===== src/rtl/corePckg.sv =====
// Shared types and constants for the load/store path.
package corePckg;

  localparam int unsigned cXLEN     = 32;
  localparam int unsigned cNumLanes = cXLEN / 8;
  localparam int unsigned cRegAddrW = 5;

  // funct3 encodings for loads and stores
  localparam logic [2:0] cLB  = 3'b000;
  localparam logic [2:0] cLH  = 3'b001;
  localparam logic [2:0] cLW  = 3'b010;
  localparam logic [2:0] cLBU = 3'b100;
  localparam logic [2:0] cLHU = 3'b101;
  localparam logic [2:0] cSB  = 3'b000;
  localparam logic [2:0] cSH  = 3'b001;
  localparam logic [2:0] cSW  = 3'b010;

  typedef struct packed {
    logic [cXLEN-1:0]     addr;
    logic [cXLEN-1:0]     data;
    logic [cRegAddrW-1:0] rdAddr;
    logic [2:0]           opType;
    logic                 read;
    logic                 write;
  } tMemOp;

  typedef struct packed {
    logic                 dv;
    logic [cRegAddrW-1:0] addr;
    logic [cXLEN-1:0]     data;
  } tRegOp;

  typedef enum logic [1:0] {
    eNoFault  = 2'd0,
    eMisalign = 2'd1,
    eBadFunct = 2'd2,
    eBadCmd   = 2'd3
  } tMemFault;

  typedef enum logic [1:0] {
    eIdle  = 2'd0,
    eWrite = 2'd1,
    eRead  = 2'd2,
    eWait  = 2'd3
  } tMemState;

endpackage


===== src/rtl/load_store_align.sv =====
// Byte-lane steering for stores and alignment/extension for loads.
module load_store_align
  import corePckg::*;
(
  input  logic [2:0]           i_funct3,
  input  logic [1:0]           i_off,
  input  logic [cXLEN-1:0]     i_wdata,
  input  logic [cXLEN-1:0]     i_rdata,
  output logic [cNumLanes-1:0] o_be,
  output logic [cXLEN-1:0]     o_wdata,
  output logic [cXLEN-1:0]     o_ldata,
  output logic                 o_misalign
);

  logic [cXLEN-1:0] w_raw;

  // Store lanes and access-size alignment check
  always_comb begin
    o_be       = '0;
    o_wdata    = '0;
    o_misalign = 1'b0;
    case (i_funct3[1:0])
      2'b00: begin
        o_be    = 4'b0001 << i_off;
        o_wdata = {4{i_wdata[7:0]}};
      end
      2'b01: begin
        o_be       = i_off[1] ? 4'b1100 : 4'b0011;
        o_wdata    = {2{i_wdata[15:0]}};
        o_misalign = i_off[0];
      end
      2'b10: begin
        o_be       = 4'b1111;
        o_wdata    = i_wdata;
        o_misalign = (i_off != 2'b00);
      end
      default: ;
    endcase
  end

  // Shift the addressed bytes down and extend per funct3
  always_comb begin
    w_raw   = i_rdata >> {i_off, 3'b000};
    o_ldata = '0;
    case (i_funct3)
      cLB:     o_ldata = {{(cXLEN-8){w_raw[7]}}, w_raw[7:0]};
      cLBU:    o_ldata = {{(cXLEN-8){1'b0}}, w_raw[7:0]};
      cLH:     o_ldata = {{(cXLEN-16){w_raw[15]}}, w_raw[15:0]};
      cLHU:    o_ldata = {{(cXLEN-16){1'b0}}, w_raw[15:0]};
      cLW:     o_ldata = w_raw;
      default: o_ldata = '0;
    endcase
  end

endmodule


===== src/rtl/data_mem_unit.sv =====
// Load/store responder: one request at a time, registered memory port,
// load write-back after cMemLat cycles, faults reported without memory access.
module data_mem_unit
  import corePckg::*;
#(
  parameter int unsigned cMemLat = 1
)
(
  input  logic                 iClk,
  input  logic                 iRst,
  input  logic                 iMemOpValid,
  input  tMemOp                iMemOp,
  output logic                 oReady,
  output logic [cXLEN-1:0]     oMemAddr,
  output logic                 oMemRe,
  output logic                 oMemWe,
  output logic [cNumLanes-1:0] oMemBe,
  output logic [cXLEN-1:0]     oMemWData,
  input  logic [cXLEN-1:0]     iMemRData,
  output tRegOp                oRegOp,
  output logic                 oFault,
  output tMemFault             oFaultCause,
  output logic [cXLEN-1:0]     oFaultAddr
);

  localparam int unsigned cCntW = 3;
  localparam logic [cCntW-1:0] cWaitInit = cCntW'(cMemLat - 1);

  tMemState            r_state, w_state_nxt;
  logic [cCntW-1:0]    r_wait_cnt, w_wait_cnt_nxt;
  logic [2:0]          r_funct3;
  logic [1:0]          r_off;
  logic [cRegAddrW-1:0] r_rd;

  logic                 w_accept, w_bad_cmd, w_bad_funct, w_misalign, w_is_fault;
  logic                 w_do_store, w_do_load, w_load_done;
  tMemFault             w_cause;
  logic [2:0]           w_sel_funct3;
  logic [1:0]           w_sel_off;
  logic [cNumLanes-1:0] w_al_be;
  logic [cXLEN-1:0]     w_al_wdata, w_al_ldata;
  logic                 w_al_misalign;

  logic [cXLEN-1:0]     w_mem_addr_nxt, w_mem_wdata_nxt, w_fault_addr_nxt;
  logic                 w_mem_re_nxt, w_mem_we_nxt, w_fault_nxt;
  logic [cNumLanes-1:0] w_mem_be_nxt;
  tMemFault             w_fault_cause_nxt;
  tRegOp                w_reg_op_nxt;

  assign oReady      = (r_state == eIdle);
  assign w_accept    = iMemOpValid && oReady;
  assign w_load_done = (r_state == eWait) && (r_wait_cnt == '0);

  // Aligner sees the incoming request in IDLE, the captured load otherwise
  assign w_sel_funct3 = (r_state == eIdle) ? iMemOp.opType      : r_funct3;
  assign w_sel_off    = (r_state == eIdle) ? iMemOp.addr[1:0]   : r_off;

  load_store_align u_align (
    .i_funct3   (w_sel_funct3),
    .i_off      (w_sel_off),
    .i_wdata    (iMemOp.data),
    .i_rdata    (iMemRData),
    .o_be       (w_al_be),
    .o_wdata    (w_al_wdata),
    .o_ldata    (w_al_ldata),
    .o_misalign (w_al_misalign)
  );

  // Request classification with priority BadCmd > BadFunct > Misalign
  always_comb begin
    w_bad_cmd   = iMemOp.read && iMemOp.write;
    w_bad_funct = 1'b0;
    if (!w_bad_cmd && iMemOp.read)
      w_bad_funct = (iMemOp.opType == 3'b011) || (iMemOp.opType == 3'b110) ||
                    (iMemOp.opType == 3'b111);
    else if (!w_bad_cmd && iMemOp.write)
      w_bad_funct = (iMemOp.opType >= 3'b011);
    w_misalign = (iMemOp.read ^ iMemOp.write) && w_al_misalign;
    if (w_bad_cmd)        w_cause = eBadCmd;
    else if (w_bad_funct) w_cause = eBadFunct;
    else if (w_misalign)  w_cause = eMisalign;
    else                  w_cause = eNoFault;
    w_is_fault = (w_cause != eNoFault);
    w_do_store = w_accept && !w_is_fault && iMemOp.write && !iMemOp.read;
    w_do_load  = w_accept && !w_is_fault && iMemOp.read && !iMemOp.write;
  end

  // State and wait-counter register
  always_ff @(posedge iClk or posedge iRst) begin
    if (iRst) begin
      r_state    <= eIdle;
      r_wait_cnt <= '0;
    end else begin
      r_state    <= w_state_nxt;
      r_wait_cnt <= w_wait_cnt_nxt;
    end
  end

  // Next-state logic
  always_comb begin
    w_state_nxt    = r_state;
    w_wait_cnt_nxt = r_wait_cnt;
    case (r_state)
      eIdle: begin
        if (w_do_store)     w_state_nxt = eWrite;
        else if (w_do_load) w_state_nxt = eRead;
      end
      eWrite: w_state_nxt = eIdle;
      eRead: begin
        w_state_nxt    = eWait;
        w_wait_cnt_nxt = cWaitInit;
      end
      eWait: begin
        if (r_wait_cnt == '0) w_state_nxt = eIdle;
        else                  w_wait_cnt_nxt = r_wait_cnt - 1'b1;
      end
      default: w_state_nxt = eIdle;
    endcase
  end

  // Next values of the registered outputs
  always_comb begin
    w_mem_addr_nxt    = '0;
    w_mem_re_nxt      = 1'b0;
    w_mem_we_nxt      = 1'b0;
    w_mem_be_nxt      = '0;
    w_mem_wdata_nxt   = '0;
    w_fault_nxt       = 1'b0;
    w_fault_cause_nxt = eNoFault;
    w_fault_addr_nxt  = '0;
    w_reg_op_nxt      = '0;
    if (w_accept && w_is_fault) begin
      w_fault_nxt       = 1'b1;
      w_fault_cause_nxt = w_cause;
      w_fault_addr_nxt  = iMemOp.addr;
    end else if (w_do_store) begin
      w_mem_we_nxt    = 1'b1;
      w_mem_addr_nxt  = {iMemOp.addr[cXLEN-1:2], 2'b00};
      w_mem_be_nxt    = w_al_be;
      w_mem_wdata_nxt = w_al_wdata;
    end else if (w_do_load) begin
      w_mem_re_nxt   = 1'b1;
      w_mem_addr_nxt = {iMemOp.addr[cXLEN-1:2], 2'b00};
    end
    if (w_load_done && (r_rd != '0)) begin
      w_reg_op_nxt.dv   = 1'b1;
      w_reg_op_nxt.addr = r_rd;
      w_reg_op_nxt.data = w_al_ldata;
    end
  end

  // Output registers
  always_ff @(posedge iClk or posedge iRst) begin
    if (iRst) begin
      oMemAddr    <= '0;
      oMemRe      <= 1'b0;
      oMemWe      <= 1'b0;
      oMemBe      <= '0;
      oMemWData   <= '0;
      oFault      <= 1'b0;
      oFaultCause <= eNoFault;
      oFaultAddr  <= '0;
      oRegOp      <= '0;
    end else begin
      oMemAddr    <= w_mem_addr_nxt;
      oMemRe      <= w_mem_re_nxt;
      oMemWe      <= w_mem_we_nxt;
      oMemBe      <= w_mem_be_nxt;
      oMemWData   <= w_mem_wdata_nxt;
      oFault      <= w_fault_nxt;
      oFaultCause <= w_fault_cause_nxt;
      oFaultAddr  <= w_fault_addr_nxt;
      oRegOp      <= w_reg_op_nxt;
    end
  end

  // Capture load attributes needed at write-back time
  always_ff @(posedge iClk or posedge iRst) begin
    if (iRst) begin
      r_funct3 <= '0;
      r_off    <= '0;
      r_rd     <= '0;
    end else if (w_do_load) begin
      r_funct3 <= iMemOp.opType;
      r_off    <= iMemOp.addr[1:0];
      r_rd     <= iMemOp.rdAddr;
    end
  end

endmodule


===== config.mk =====
export PLATFORM = sky130hd
export DESIGN_NAME = data_mem_unit
export DESIGN_NICKNAME = d
export VERILOG_FILES = /design/src/rtl/corePckg.sv /design/src/rtl/load_store_align.sv /design/src/rtl/data_mem_unit.sv
export SDC_FILE = /design/constraint.sdc
export NUM_CORES = 1
export LEC_CHECK = 0
export CAP_MARGIN = 25
export CORE_UTILIZATION = 50
export CTS_BUF_LIST = sky130_fd_sc_hd__clkbuf_8
export DETAILED_ROUTE_END_ITERATION = 16
export HOLD_SLACK_MARGIN = 0.08
export PLACE_DENSITY = 0.9
export SYNTH_ARGS = -nofsm -noshare
export SYNTH_HDL_FRONTEND = slang
export SYNTH_HIERARCHICAL = 1
export SYNTH_SLANG_ARGS = --single-unit

===== constraint.sdc =====
create_clock -name iClk -period 15.3 [get_ports iClk]
set_clock_uncertainty 0.05 [all_clocks]
set_input_delay 3.06 -clock iClk [delete_from_list [all_inputs] [get_ports iClk]]
set_output_delay 3.06 -clock iClk [all_outputs]
set_load 0.1 [all_outputs]

==> impl_metrics.tcl <==
set metrics [dict create \
    htree_num_levels 4 \
    ys.flop_type "dfrtp_1" \
    worstPathMaxFanout 24 \
    ctsLongestPathBuffers 2 \
    cts_tree "yes" \
    worst-setup-path-type "primary input to register" \
    hold_violations 0 \
    yosysWarnings 6 \
    dpl.hpwl_um 12700 \
    synth_edf_count 0 \
    num-nets-final 954 \
    cp_cell_sequence "clkdlybuf4s50_1 > mux2_2 > inv_1 > ha_1 > o21ai_0 > a21boi_0 > nand2b_1 > nand2_4 > nor4_4 > mux2_2" \
    internal-power_w 0.000866 \
    drive_gt1_frac 0.101 \
    initial_core_util 0.513 \
    synth_top_area_frac 0.572 \
    grt_pass1_vias 5609 \
    cp_slowest_stage_delay_ps 810 \
    slew_violations 0 \
    vias_per_cell 5.22 \
    pwr-share-clk 0.212 \
    worst_pin_slew_ps 1050 \
    drt_iter0_markers 440 \
    yosysMostFrequentCell "dfrtp_1" \
    overflow 0 \
    synth_seq_cells 156 \
    global_route.usage.total 0.267 \
    syn_to_final_growth_pct 43.8 \
    peakVddDrop_mv 0.0772 \
    synth_area_mm2 0.00683 \
    yosysTopAreaCell "dfrtp_1" \
    critPathArrivalTime_ps 6180 \
    finalCritPeriodShare 0.385 \
    cp-end-kind "register" \
    synth_area_leaders "dfrtp_1 57%, and2_1 10%, and3_1 3.0%" \
    start_kind "primary input" \
    wl_per_cell_um 17.6 \
    via_count 5351 \
    power.leakage_nw 4.59 \
    post_cts_buffers 0 \
    multi_input_area_mm2 0.00262 \
    path_clk_slew_ps 80 \
    p_seq_frac 0.309 \
    seq_area_mm2 0.00390 \
    cp_data_required_time_ps 15590 \
    numCtsBuffers 17 \
    drv_cap 0 \
    core_area_mm2 0.0133 \
    cts_sinks 156 \
    max_slew_margin 0.299 \
    syn_area_per_cell_um2 11.3 \
    status "completed" \
    switchingPower_w 0.000706 \
    gp_congestion 0.903 \
    detail-route-antenna-nets 0 \
    fillers 896 \
    crit_slowest_cell "nor4_4" \
    synthTopCellsByCount "156 x dfrtp_1, 112 x and2_1, 43 x nand2_1" \
    rsz0062_at_grt "false" \
    chipHeight_um 119 \
    yosys.cell_types.count 48 \
    fp-row-count 42 \
    swShare 0.449 \
    hold_path_class "register to register" \
    power_frac_comb 0.479 \
    period_needed_ps 5880 \
    antenna_cells 0 \
    grt_max_degree 88 \
    fin_ws_ps 9420 \
    dieArea_mm2 0.0141 \
    drcViolationCount 0 \
    fmax_ghz 0.170 \
    cts_root_buffer "clkbuf_8" \
    power_density_mw_per_mm2 160 \
    port_buffers 250 \
    antenna_found_initial 0 \
    cts_hold_buffers 0 \
    clk_latency_ps 450 \
    place_ws_ps 8890 \
    setup_violations 0 \
    grt_first_pass_wirelength_um 29100 \
    crit_top_cell "mux2_2" \
    die_w_um 119 \
    wl_um 18000 \
    async_flop_share 1.00 \
    cts_resized 0 \
    syn_inst 603 \
    ys_seq_area_frac 0.572 \
    tns_ps 0 \
    io-pin-count 253 \
    first_pass_iters 4 \
]
stage by stage:
step | hold WS [ps] | instance area, um2 | utilization | std cells | power (W)
after floorplan | 417 | 6830 | - | 604 | 0.00107
after global placement | 439 | 9370 | 0.704 | 991 | 0.00122
after detailed placement | 442 | 9370 | 0.704 | 991 | 0.00123
after CTS | 471 | 9800 | 0.737 | 1023 | 0.00157
after global routing | 480 | 9820 | 0.739 | 1025 | 0.00164
final | 468 | 9820 | 0.739 | 1025 | 0.00157
path summary, 6_finish.rpt:
check	from	to	slack, ps	cells past startpoint
min in group asynchronous	iRst	oMemWData[21]$_DFF_PP0_	3070	2
worst min register to register	r_funct3[0]$_DFFE_PP0N_	r_funct3[0]$_DFFE_PP0N_	470	1
worst max-delay path	iMemOp[2]	r_funct3[1]$_DFFE_PP0N_	9420	10
worst max register to register	r_state[1]$_DFFE_PP0P_	r_funct3[1]$_DFFE_PP0N_	11460	9
max in group asynchronous	iRst	oFaultAddr[16]$_DFF_PP0_	10820	3
worst min-delay path	r_funct3[0]$_DFFE_PP0N_	r_funct3[0]$_DFFE_PP0N_	470	1
cell type report:
class                   count  area share
clock inverters            14      0.0187
clock buffers              18      0.0252
multi-input cells         381       0.267
flip-flops and latches    156       0.398
repair buffers            255       0.259
inverters                  25      0.0101
well taps                 176      0.0224
power by group through the flow:
stage / Sequential [W] / Clock (W) / Combinational, W
floorplan: 0.000748 / 0 / 0.000319
global placement: 0.000491 / 0 / 0.000730
detailed placement: 0.000494 / 0 / 0.000741
CTS: 0.000486 / 0.000339 / 0.000745
global route: 0.000491 / 0.000354 / 0.000796
finish: 0.000486 / 0.000333 / 0.000754
metal layers:
metal / vias to the layer above / GRT usage / wire length (um)
met1: 2596 / 0.333 / 7520
li1: 2481 / - / -
met5: - / 0 / 0
met4: 0 / 0.0997 / 448
met2: 237 / 0.447 / 8940
met3: 37 / 0.0685 / 1110
layout by cell type, fill, tap and decap left out, types with 2 or more instances in the layout:
| cell | instances |
|---|---|
| nand2b_1 | 4 |
| inv_8 | 3 |
| nor2_1 | 15 |
| a22oi_1 | 8 |
| or3b_1 | 2 |
| clkinv_4 | 2 |
| buf_4 | 3 |
| o21ai_0 | 17 |
| inv_1 | 25 |
| inv_6 | 4 |
| mux2i_1 | 9 |
| dfrtp_1 | 156 |
| a21oi_1 | 28 |
| a211oi_1 | 8 |
| and3_1 | 33 |
| bufinv_16 | 3 |
| ha_1 | 9 |
| nor4_4 | 2 |
| and2_1 | 112 |
| nand2_1 | 43 |
| nor2b_1 | 3 |
| a31o_2 | 7 |
| mux2_2 | 15 |
| mux2_4 | 8 |
| a21o_1 | 4 |
| nor3_1 | 8 |
| a22o_1 | 8 |
| nand4_1 | 7 |
| nand4_2 | 10 |
| clkbuf_8 | 18 |
| conb_1 | 2 |
| clkdlybuf4s50_1 | 250 |
| o21a_1 | 3 |
cell families (layout without fill, tap and decap cells):
group | after synthesis | after routing | synth area share
buffers and inverters | 67 | 312 | 0.0473
flip-flops | 156 | 156 | 0.572
AO/OA/AOI/OAI | 88 | 88 | 0.0845
multiplexers | 32 | 32 | 0.0555
other | 1 | 2 | 0.000549
AND/OR/NAND/NOR | 249 | 249 | 0.223
adder cells (fa/ha/maj) | 9 | 9 | 0.0165
XOR/XNOR | 1 | 1 | 0.00128
state kept, by name, summed over array words and instances, names as in the netlist:
signal	flops
oRegOp	38
oFaultAddr	32
oMemWData	32
oMemAddr	30
r_rd	5
oMemBe	4
r_funct3	3
r_wait_cnt	3
oFaultCause	2
r_off	2
r_state	2
oFault	1
oMemRe	1
oMemWe	1
worst max-delay path: cells and delay by family:
kind | cells | cell delay, ps
simple gates | 3 | 1090
mux | 2 | 610
fa+ha+maj | 1 | 480
compound gates | 2 | 380
buf+inv | 2 | 560
(Power assumes the default switching activity.)
